===== config.mk =====
export PLATFORM = sky130hd
export DESIGN_NAME = morph_mode_ctrl
export DESIGN_NICKNAME = d
export VERILOG_FILES = /design/src/rtl/morph_pkg.sv /design/src/rtl/morph_line_check.sv /design/src/rtl/morph_mode_ctrl.sv
export SDC_FILE = /design/constraint.sdc
export NUM_CORES = 1
export LEC_CHECK = 0
export BUFFER_PORTS_ARGS = -buffer_cell sky130_fd_sc_hd__buf_2
export CAP_MARGIN = 15
export CORE_MARGIN = 3
export CORE_UTILIZATION = 50
export CTS_BUF_LIST = sky130_fd_sc_hd__clkbuf_16
export DETAILED_ROUTE_END_ITERATION = 10
export PLACE_DENSITY_LB_ADDON = 0.1
export SYNTH_ARGS = -nofsm -noshare
export SYNTH_HDL_FRONTEND = slang
export SYNTH_SLANG_ARGS = --single-unit
export TNS_END_PERCENT = 50

===== constraint.sdc =====
create_clock -name clk -period 1.7 [get_ports clk]
set_clock_uncertainty 0.15 [all_clocks]
set_input_delay 0.255 -clock clk [delete_from_list [all_inputs] [get_ports clk]]
set_output_delay 0.255 -clock clk [all_outputs]
set_load 0.02 [all_outputs]

===== src/rtl/morph_pkg.sv =====
// Shared encodings and mode decode for the binary morphology mode controller.
package morph_pkg;

    typedef enum logic [2:0] {
        MODE_BYPASS = 3'd0,
        MODE_ERODE  = 3'd1,
        MODE_DILATE = 3'd2,
        MODE_OPEN   = 3'd3,
        MODE_CLOSE  = 3'd4
    } mode_e;

    localparam logic OP_ERODE  = 1'b0;
    localparam logic OP_DILATE = 1'b1;

    localparam logic [1:0] SEL_RAW     = 2'b00;
    localparam logic [1:0] SEL_STAGE_A = 2'b01;
    localparam logic [1:0] SEL_STAGE_B = 2'b10;

    typedef enum logic [1:0] {
        ST_RUN   = 2'd0,
        ST_PEND  = 2'd1,
        ST_FLUSH = 2'd2
    } state_e;

    typedef struct packed {
        logic       a_op;
        logic       b_op;
        logic [1:0] sel;
    } stage_cfg_t;

    function automatic logic mode_legal(input logic [2:0] mode);
        return mode <= MODE_CLOSE;
    endfunction

    // Unused stage ops default to erode so the idle stage stays deterministic.
    function automatic stage_cfg_t mode_decode(input logic [2:0] mode);
        stage_cfg_t cfg;
        cfg.a_op = OP_ERODE;
        cfg.b_op = OP_ERODE;
        cfg.sel  = SEL_RAW;
        case (mode)
            MODE_ERODE: begin
                cfg.sel = SEL_STAGE_A;
            end
            MODE_DILATE: begin
                cfg.a_op = OP_DILATE;
                cfg.sel  = SEL_STAGE_A;
            end
            MODE_OPEN: begin
                cfg.b_op = OP_DILATE;
                cfg.sel  = SEL_STAGE_B;
            end
            MODE_CLOSE: begin
                cfg.a_op = OP_DILATE;
                cfg.sel  = SEL_STAGE_B;
            end
            default: ;
        endcase
        return cfg;
    endfunction

endpackage


===== src/rtl/morph_line_check.sv =====
// Counts active pixels per line and flags any line whose length differs from IMG_H.
module morph_line_check #(
    parameter int IMG_H = 83
) (
    input  logic clk,
    input  logic rst,
    input  logic clr,
    input  logic de_in,
    input  logic h_sync_in,
    output logic line_err
);

    localparam int            CW       = $clog2(IMG_H + 1);
    localparam logic [CW-1:0] CNT_MAX  = '1;
    localparam logic [CW-1:0] LINE_LEN = CW'(IMG_H);

    logic [CW-1:0] de_cnt;
    logic          de_d;
    logic          de_fall;

    assign de_fall = de_d && !de_in;

    always_ff @(posedge clk) begin
        if (rst) begin
            de_cnt   <= '0;
            de_d     <= 1'b0;
            line_err <= 1'b0;
        end else begin
            de_d <= de_in;
            if (de_in) begin
                if (de_cnt != CNT_MAX)
                    de_cnt <= de_cnt + CW'(1);
            end else if (de_fall || h_sync_in) begin
                de_cnt <= '0;
            end
            // A mismatch on the same cycle as a clear still wins: never lose an error.
            if (de_fall && de_cnt != LINE_LEN)
                line_err <= 1'b1;
            else if (clr)
                line_err <= 1'b0;
        end
    end

endmodule


===== src/rtl/morph_mode_ctrl.sv =====
// Frame-synchronous mode controller: accepts a mode request, applies it on the next
// v_sync edge, then blanks output for FLUSH_FRAMES frames while line buffers refill.
module morph_mode_ctrl
    import morph_pkg::*;
#(
    parameter int IMG_H        = 83,
    parameter int FLUSH_FRAMES = 1
) (
    input  logic        clk,
    input  logic        rst,
    input  logic [2:0]  mode_req,
    input  logic        mode_req_valid,
    output logic        mode_req_ready,
    input  logic        de_in,
    input  logic        h_sync_in,
    input  logic        v_sync_in,
    output logic        stage_a_op,
    output logic        stage_b_op,
    output logic [1:0]  out_sel,
    output logic        out_blank,
    output logic [2:0]  mode_active,
    output logic        mode_err,
    output logic [15:0] frame_cnt,
    output logic        line_err
);

    localparam logic [3:0] FLUSH_INIT = 4'(FLUSH_FRAMES);

    state_e     state, state_nxt;
    logic [2:0] pend_mode, pend_nxt;
    logic [3:0] flush_cnt, flush_nxt;
    stage_cfg_t cfg_q, cfg_nxt;
    logic [2:0] mode_nxt;
    logic       blank_nxt;
    logic       err_nxt;
    logic       ready_nxt;
    logic       vs_d;
    logic       vs_edge;
    logic       hs;
    logic       req_ok;

    assign vs_edge = v_sync_in && !vs_d;
    assign hs      = mode_req_valid && mode_req_ready;

    assign stage_a_op = cfg_q.a_op;
    assign stage_b_op = cfg_q.b_op;
    assign out_sel    = cfg_q.sel;

    always_comb begin
        state_nxt = state;
        pend_nxt  = pend_mode;
        flush_nxt = flush_cnt;
        cfg_nxt   = cfg_q;
        mode_nxt  = mode_active;
        blank_nxt = out_blank;
        err_nxt   = 1'b0;
        req_ok    = 1'b0;
        case (state)
            ST_RUN: begin
                if (hs) begin
                    if (mode_legal(mode_req)) begin
                        req_ok    = 1'b1;
                        pend_nxt  = mode_req;
                        state_nxt = ST_PEND;
                    end else begin
                        err_nxt = 1'b1;
                    end
                end
            end
            // An edge coincident with the handshake was seen while still in RUN,
            // so the apply naturally waits for the following edge.
            ST_PEND: begin
                if (vs_edge) begin
                    cfg_nxt   = mode_decode(pend_mode);
                    mode_nxt  = pend_mode;
                    blank_nxt = 1'b1;
                    flush_nxt = FLUSH_INIT;
                    state_nxt = ST_FLUSH;
                end
            end
            ST_FLUSH: begin
                if (vs_edge) begin
                    flush_nxt = flush_cnt - 4'd1;
                    if (flush_cnt <= 4'd1) begin
                        flush_nxt = '0;
                        blank_nxt = 1'b0;
                        state_nxt = ST_RUN;
                    end
                end
            end
            default: state_nxt = ST_RUN;
        endcase
        ready_nxt = (state_nxt == ST_RUN);
    end

    always_ff @(posedge clk) begin
        if (rst) begin
            state          <= ST_RUN;
            pend_mode      <= '0;
            flush_cnt      <= '0;
            cfg_q          <= mode_decode(MODE_BYPASS);
            mode_active    <= '0;
            out_blank      <= 1'b0;
            mode_err       <= 1'b0;
            mode_req_ready <= 1'b1;
            vs_d           <= 1'b0;
            frame_cnt      <= '0;
        end else begin
            state          <= state_nxt;
            pend_mode      <= pend_nxt;
            flush_cnt      <= flush_nxt;
            cfg_q          <= cfg_nxt;
            mode_active    <= mode_nxt;
            out_blank      <= blank_nxt;
            mode_err       <= err_nxt;
            mode_req_ready <= ready_nxt;
            vs_d           <= v_sync_in;
            if (vs_edge)
                frame_cnt <= frame_cnt + 16'd1;
        end
    end

    morph_line_check #(.IMG_H(IMG_H)) u_line_check (
        .clk       (clk),
        .rst       (rst),
        .clr       (req_ok),
        .de_in     (de_in),
        .h_sync_in (h_sync_in),
        .line_err  (line_err)
    );

endmodule


==> impl_metrics.tcl, run 1 <==
set metrics [dict create \
    design_area_um2 2500 \
    finalSetupViolations 0 \
    cp_data_arrival_time_ns 1.60 \
    wl_per_cell_um 12.6 \
    leakagePower_nw 1.03 \
    cts_sinks 45 \
    cts_buffer_depth 2 \
    firstDrtPassIters 4 \
    hold_depth 3 \
    synth_cells 247 \
    antenna_left 0 \
    clockRootBuffer "clkbuf_16" \
    grt_overflow_total 0 \
    drt-initial-drc-count 143 \
    die_h_um 71.1 \
    period_share 0.935 \
    start_util 0.525 \
    p_clk_frac 0.404 \
    synth_edf_count 0 \
    hold_viol_final 0 \
    vias_per_cell 5.41 \
    synth_area_leader_cell "dfxtp_1" \
    seq_power_share 0.500 \
    grt_pass1_vias 1592 \
    nets 297 \
    cell_internal_pwr_mw 1.71 \
    p_sw_mw 0.542 \
    min_period_ns 1.59 \
    cts_buffers 5 \
    swShare 0.240 \
    critPathLaunchType "flop" \
    hold_class "primary input to flop" \
    grt_pass1_wl_mm 7.26 \
    maxCapViolations 0 \
    multiInputGateArea_um2 1130 \
    synth_flop_cell "dfxtp_1" \
    die-area_um2 5050 \
    numPortBuffers 35 \
    yosysWarnings 0 \
    outcome "finished, final reports clean" \
    core_um2 4030 \
    yosysMostFrequentCell "dfxtp_1" \
    num-fill-cells 354 \
    setup.worst_path.end_class "flop" \
    dp_hpwl_mm 3.00 \
    cts_tree "yes" \
    regArea_um2 902 \
    worstMarginPinSlew_ns 0.358 \
    slew_violations 0 \
    tns_ns 0 \
    die_w_um 71.1 \
    antenna_found_initial 0 \
    grt_setup_unrepaired "no" \
    synth_top_area_share 0.426 \
    syn_area_um2 2120 \
    worstSetupPathType "flop to flop" \
    ys_seq_area_frac 0.426 \
    row_count 23 \
    dpl_cell_area_um2 2360 \
    required_ns 1.71 \
    grt_use_total 0.177 \
    ios 36 \
    synth_commonest_cells "45 x dfxtp_1, 31 x nor2_1, 22 x a21oi_1, 21 x nand2_1, 12 x nor3_1" \
    ys_seq_elements 45 \
    synthArstFlopShare 0 \
    fmax_ghz 0.629 \
    hold_ws_ns 0.109 \
    gp_congestion 0.823 \
    wirelength_mm 4.21 \
    num_antenna_cells 0 \
    cts_hold_buf 0 \
    clk_latency_ns 0.28 \
    power.density_nw_per_um2 899 \
    drc_errors 0 \
    synth_nets 260 \
    combPwrFrac 0.095 \
    crit_fanout 7 \
    synth_cell_types 41 \
    layout-area-overhead-vs-synth_pct 18.3 \
    drive_gt1_frac 0.232 \
    vdd_ir_drop_max_mv 0.545 \
    p_total_mw 2.25 \
    netlist_top_cells_area "dfxtp_1 43%, nor2_1 5.5%, a21oi_1 5.2%" \
    grt_max_degree 18 \
    postSynthAreaPerCell_um2 8.57 \
    clk_pin_slew_ns 0.06 \
    cts-htree-levels 2 \
    routed-via-count 1811 \
    slew-limit-headroom 0.760 \
    r2r_cells 5 \
]
## kinds of logic (layout without fill, tap and decap cells)
logic type / after synthesis / count (layout) / synth area share
adders and majority gates: 4 / 4 / 0.0236
AOI/OAI and AO/OA: 51 / 51 / 0.151
xor gates and xnor gates: 16 / 16 / 0.0662
buffers and inverters: 24 / 62 / 0.0449
DFF: 45 / 45 / 0.426
and+or+nand+nor: 107 / 107 / 0.288
## routing by layer
metal / share of wire / global-route usage
met1: 0.50 / 0.240
met2: 0.43 / 0.272
met3: 0.047 / 0.0483
met4: 0.015 / 0.0626
met5: 0 / 0
## cell usage in the layout, fill, tap and decap left out, types with 4 or more instances in the layout
master     synthesis  layout
nand2b_1           5       5
xnor2_1           10      10
nor3_1            12      11
nand2_1           21      21
a21oi_1           22      22
nand4_1            8       8
dfxtp_1           45      44
clkbuf_16          0       5
inv_1             11      11
buf_2              3      35
buf_4              0       8
xor2_1             6       6
nor2b_1            4       4
ha_1               4       4
nor2_1            31      31
nand3_1            6       6
o21ai_0            9       9
a31o_2             5       5
## per-stage QoR
step	setup slack (ns)	utilization	cells
global placement	0.148	0.586	327
global route	0.00336	0.622	335
CTS	0.119	0.620	335
finish	0.111	0.622	335
floorplan	0.00685	-	247
detailed placement	0.125	0.586	327
## power groups by stage
stage | Clock, mW | Combinational [mW] | Sequential, mW
6_report | 0.911 | 0.215 | 1.13
5_1_grt | 0.987 | 0.239 | 1.13
4_1_cts | 0.944 | 0.216 | 1.13
3_5_place_dp | 0 | 0.215 | 1.15
3_3_place_gp | 0 | 0.213 | 1.15
2_1_floorplan | 0 | 0.148 | 1.15
## what timing repair did
| item | in CTS | in global routing |
|---|---|---|
| setup buffers | 0 | 0 |
| setup endpoints to repair | 0 | 2 |
| gates resized for setup | 0 | 2 |
## final timing paths
| check | startpoint | to | slack [ns] |
|---|---|---|---|
| hold reg to reg | mode_active[0] | mode_active[0] | 0.30 |
| hold / removal | mode_req[0] | pend_mode[0] | 0.11 |
| setup reg to reg | frame_cnt[0] | frame_cnt[14] | 0.11 |
| setup / recovery | frame_cnt[0] | frame_cnt[14] | 0.11 |
## flip-flops by register name, summed over array words and instances, names as in the netlist
register               count
mode_req_ready             1
vs_d                       1
stage_b_op                 1
out_sel                    2
stage_a_op                 1
out_blank                  1
mode_active                3
u_line_check.line_err      1
state                      2
mode_err                   1
u_line_check.de_d          1
pend_mode                  3
u_line_check.de_cnt        7
flush_cnt                  4
frame_cnt                 16
## final cells by class
class                           instances  share of cell area
Clock buffer                            5              0.0500
Clock inverter                          3             0.00500
Inverter                               11              0.0165
Multi-Input combinational cell        178               0.450
Sequential cell                        45               0.360
Tap cell                               50              0.0250
Timing Repair Buffer                   43              0.0939
## critical path, cell delays in order (launching register included)
cell and delay (ns):
dfxtp_1 0.39, ha_1 0.18, nand3b_2 0.18, nor4_4 0.32, a31o_2 0.19, a21oi_1 0.05
No activity file was read; power rests on OpenSTA's default activity.
==> run 2, diff against run 1 <==
==> constraint.sdc (replaced) <==
create_clock -name clk -period 1.7 [get_ports clk]
set_clock_uncertainty 0.15 [all_clocks]
set_input_delay 0.34 -clock clk [delete_from_list [all_inputs] [get_ports clk]]
set_output_delay 0.34 -clock clk [all_outputs]
set_load 0.02 [all_outputs]
==> impl_metrics.tcl, run 2 (same netlist as run 1, synthesis figures left out) <==
set metrics [dict create \
    grt_pass1_wl_mm 7.33 \
    gp_congestion 0.797 \
    hold_depth 3 \
    grt_use_total 0.182 \
    grt_pass1_vias 1640 \
    cts_buffers 5 \
    numPortBuffers 35 \
    slew_violations 0 \
    core_um2 4030 \
    crit_path_max_incr_delay_ns 0.44 \
    tns_ns 0 \
    drive_gt1_frac 0.235 \
    worstMarginPinSlew_ns 0.361 \
    cp_cell_sequence "nand3_4 > nor4_4 > a31o_2 > a21oi_1" \
    leakagePower_nw 1.03 \
    grt_max_degree 20 \
    cp_data_arrival_time_ns 1.59 \
    num-fill-cells 371 \
    dp_hpwl_mm 2.98 \
    required_ns 1.71 \
    drc_errors 0 \
    critPathLaunchType "flop" \
    largest-register "frame_cnt" \
    hold_class "primary input to flop" \
    r2r_cells 4 \
    vias_per_cell 5.47 \
    final_common_cell "dfxtp_1" \
    antenna_found_initial 0 \
    vdd_ir_drop_max_mv 0.731 \
    layout_common_cells "45 x dfxtp_1, 35 x buf_2, 31 x nor2_1" \
    slew-limit-headroom 0.757 \
    cts-htree-levels 2 \
    ios 36 \
    cts_sinks 45 \
    routed-via-count 1831 \
    wl_per_cell_um 12.4 \
    antenna_left 0 \
    cts_tree "yes" \
    power.density_nw_per_um2 907 \
    period_share 0.929 \
    worstSetupPathType "flop to flop" \
    p_total_mw 2.27 \
    start_util 0.525 \
    cts_buffer_depth 2 \
    firstDrtPassIters 4 \
    regArea_um2 901 \
    wirelength_mm 4.17 \
    die_w_um 71.1 \
    drt-initial-drc-count 86 \
    multiInputGateArea_um2 1130 \
    num_antenna_cells 0 \
    setup.worst_path.end_class "flop" \
    crit_fanout 6 \
    finalWorstSetupSlack_ns 0.121 \
    clk_pin_slew_ns 0.06 \
    grt_overflow_total 0 \
    die_h_um 71.1 \
    finalSetupViolations 0 \
    place_ws_ns 0.104 \
    outcome "finished, final reports clean" \
    grt_setup_unrepaired "no" \
    largest_register_ffs 16 \
    cts_hold_buf 0 \
    cpMaxStageDelayCell "dfxtp_1" \
    die-area_um2 5050 \
    layout-area-overhead-vs-synth_pct 18.5 \
    fmax_ghz 0.633 \
    min_period_ns 1.58 \
    nets 297 \
    hold_viol_final 0 \
    row_count 23 \
    r2r_slack_ns 0.12 \
    maxCapViolations 0 \
    clockRootBuffer "clkbuf_16" \
    top_regs "frame_cnt (16), u_line_check.de_cnt (7), flush_cnt (4)" \
    clk_latency_ns 0.28 \
]
[run 2: stage by stage]
stage / utilization / hold slack [ns] / instances / instance area (µm²)
2_1_floorplan: - / 0.318 / 247 / 2120
3_3_place_gp: 0.586 / 0.293 / 327 / 2360
3_5_place_dp: 0.586 / 0.297 / 327 / 2360
4_1_cts: 0.621 / 0.183 / 335 / 2500
5_1_grt: 0.623 / 0.192 / 335 / 2510
6_report: 0.623 / 0.189 / 335 / 2510
[run 2: power by group]
group          leakage (nW)  internal, mW  switching (mW)  total [mW]
combinational         0.599        0.0919           0.121       0.213
sequential            0.365          1.09          0.0391        1.13
clock                0.0696         0.539           0.397       0.935
[run 2: metal layers]
| metal | global-route usage | routed length (µm) | vias to the layer above |
|---|---|---|---|
| li1 | - | - | 938 |
| met1 | 0.237 | 2070 | 857 |
| met3 | 0.0526 | 162 | 5 |
| met2 | 0.287 | 1870 | 31 |
| met4 | 0.0689 | 68 | 0 |
| met5 | 0 | 0 | - |
[run 2: critical path: cells and delay by family (launching register included)]
| family | cells | cell delay, ns |
|---|---|---|
| compound gates | 2 | 0.27 |
| simple gates | 2 | 0.59 |
| flops | 1 | 0.44 |
[run 2: final cells by class]
| class | count | share of cell area |
|---|---|---|
| Timing Repair Buffer | 43 | 0.0938 |
| Multi-Input combinational cell | 178 | 0.449 |
| Sequential cell | 45 | 0.359 |
| Clock buffer | 5 | 0.0499 |
| Tap cell | 50 | 0.0249 |
| Clock inverter | 3 | 0.00698 |
| Inverter | 11 | 0.0165 |
[run 2: worst paths after layout]
check	startpoint	to
worst max-delay path	frame_cnt[4]	frame_cnt[15]
worst min register to register	mode_active[0]	mode_active[0]
worst max register to register	frame_cnt[4]	frame_cnt[15]
worst min-delay path	mode_req[0]	pend_mode[0]
[run 2: timing repair]
item | in CTS | in global routing
resized for setup | 0 | 1
buffers inserted | 0 | 0
endpoints found under the setup margin | 0 | 1
==> run 3, diff against run 2 <==
--- a/config.mk
+++ b/config.mk
@@ -6,12 +6,14 @@
 export NUM_CORES = 1
 export LEC_CHECK = 0
 export BUFFER_PORTS_ARGS = -buffer_cell sky130_fd_sc_hd__buf_2
-export CAP_MARGIN = 15
+export CAP_MARGIN = 0
 export CORE_MARGIN = 3
 export CORE_UTILIZATION = 50
 export CTS_BUF_LIST = sky130_fd_sc_hd__clkbuf_16
+export CTS_CLUSTER_SIZE = 12
 export DETAILED_ROUTE_END_ITERATION = 10
 export PLACE_DENSITY_LB_ADDON = 0.1
+export SETUP_SLACK_MARGIN = 0.15
 export SYNTH_ARGS = -nofsm -noshare
 export SYNTH_HDL_FRONTEND = slang
 export SYNTH_SLANG_ARGS = --single-unit
==> impl_metrics.tcl, run 3 (same netlist as run 1, synthesis figures left out) <==
set metrics [dict create \
    worstMarginPinSlew_ns 0.385 \
    outcome "finished, final reports clean" \
    cts_sinks 45 \
    crit_fanout 5 \
    routed-via-count 1807 \
    fmax_ghz 0.654 \
    row_count 23 \
    dp_hpwl_mm 2.97 \
    swShare 0.243 \
    required_ns 1.72 \
    worstSetupPathType "flop to flop" \
    start_util 0.525 \
    p_total_mw 2.27 \
    wirelength_mm 4.25 \
    finalWorstSetupSlack_ns 0.171 \
    p_sw_mw 0.552 \
    cp_data_arrival_time_ns 1.55 \
    ios 36 \
    wl_per_cell_um 12.7 \
    clk_latency_ns 0.28 \
    antenna_left 0 \
    period_share 0.900 \
    finalSetupViolations 0 \
    grt_setup_unrepaired "yes" \
    num-fill-cells 369 \
    drt-initial-drc-count 57 \
    crit_path_end "flush_cnt[0]" \
    top_regs "frame_cnt (16), u_line_check.de_cnt (7), flush_cnt (4)" \
    r2r_slack_ns 0.17 \
    seq_power_share 0.498 \
    power.density_nw_per_um2 877 \
    setup.worst_path.end_class "flop" \
    timing.rr.end "flush_cnt[0]" \
    layoutNonFillerInstCount 335 \
    grt_overflow_total 0 \
    tns_ns 0 \
    min_period_ns 1.53 \
    grt_pass1_vias 1604 \
    slew_violations 0 \
    cell_internal_pwr_mw 1.72 \
    drive_gt1_frac 0.298 \
    clk_pin_slew_ns 0.06 \
    largest-register "frame_cnt" \
    numPortBuffers 35 \
    cts_buffer_depth 2 \
    cts_hold_buf 0 \
    clockRootBuffer "clkbuf_16" \
    largest_register_ffs 16 \
    slew-limit-headroom 0.741 \
    critPathLaunchType "flop" \
    layout_common_cells "35 x buf_2, 34 x dfxtp_1, 30 x nor2_1" \
    die_w_um 71.1 \
    hold_class "primary input to flop" \
    nets 297 \
    die-area_um2 5050 \
    core_um2 4030 \
    hold_depth 3 \
    hold_viol_final 0 \
    grt_max_degree 17 \
    r2r-start "flush_cnt[0]" \
    num_antenna_cells 0 \
    antenna_found_initial 0 \
    firstDrtPassIters 4 \
    placedCellCount 326 \
    drc_errors 0 \
    cts_buffers 5 \
    gp_congestion 0.778 \
    grt_pass1_wl_mm 7.13 \
    combPwrFrac 0.103 \
    layout-area-overhead-vs-synth_pct 22.5 \
    cts-htree-levels 2 \
    leakagePower_nw 1.06 \
    vdd_ir_drop_max_mv 0.465 \
    r2r_cells 6 \
    maxCapViolations 0 \
    place_ws_ns 0.136 \
    crit_start "flush_cnt[0]" \
    vias_per_cell 5.39 \
    die_h_um 71.1 \
    p_clk_frac 0.399 \
    grt_use_total 0.175 \
    final_common_cell "buf_2" \
    cts_tree "yes" \
]
-- run 3: what timing repair did --
action,4_1_cts,5_1_grt
gates cloned,0,0
gates resized for setup,1,23
hold endpoints to repair,0,0
buffers inserted,0,1
setup endpoints to repair,2,17
pin swaps,0,9
-- run 3: critical path, cell delays in order, from the launching register on --
cell and delay [ns]:
dfxtp_4 0.37, inv_2 0.07, ha_4 0.13, nor2_2 0.04
or3_4 0.41, a22oi_1 0.17, a21oi_1 0.09
-- run 3: per-layer routing --
layer | part of all wire | GRT usage
met4 | 0.014 | 0.0626
met3 | 0.048 | 0.0582
met5 | 0 | 0
met1 | 0.47 | 0.222
met2 | 0.47 | 0.278
-- run 3: power by group through the flow --
stage	clock network [mW]	logic [mW]	registers [mW]
5_1_grt	0.977	0.262	1.14
6_report	0.907	0.235	1.13
3_3_place_gp	0	0.211	1.15
3_5_place_dp	0	0.212	1.15
4_1_cts	0.935	0.213	1.13
2_1_floorplan	0	0.148	1.15
-- run 3: worst min-delay path by stage --
stage,end,start,slack [ns]
final,pend_mode[1],mode_req[1],0.19
after global routing,pend_mode[0],mode_req[0],0.20
after CTS,pend_mode[1],mode_req[1],0.19
after detailed placement,mode_active[0],mode_active[0],0.30
after global placement,mode_active[2],mode_active[2],0.29
after floorplan,u_line_check.de_cnt[0],u_line_check.de_cnt[0],0.32
-- run 3: layout make-up --
cell class	instances	area [µm²]	area share
Sequential cell	45	917	0.354
Clock buffer	5	125	0.0483
Clock inverter	3	11.3	0.00434
Inverter	11	43.8	0.0169
Timing Repair Buffer	43	235	0.0907
Multi-Input combinational cell	178	1200	0.462
Tap cell	50	62.6	0.0241
-- run 3: stage by stage --
step                      cell area (µm²)  hold WS, ns  utilization
after floorplan                      2120        0.318            -
after global placement               2360        0.294        0.586
after detailed placement             2360        0.296        0.586
after CTS                            2500        0.185        0.620
after global routing                 2590        0.204        0.643
final                                2590        0.190        0.643
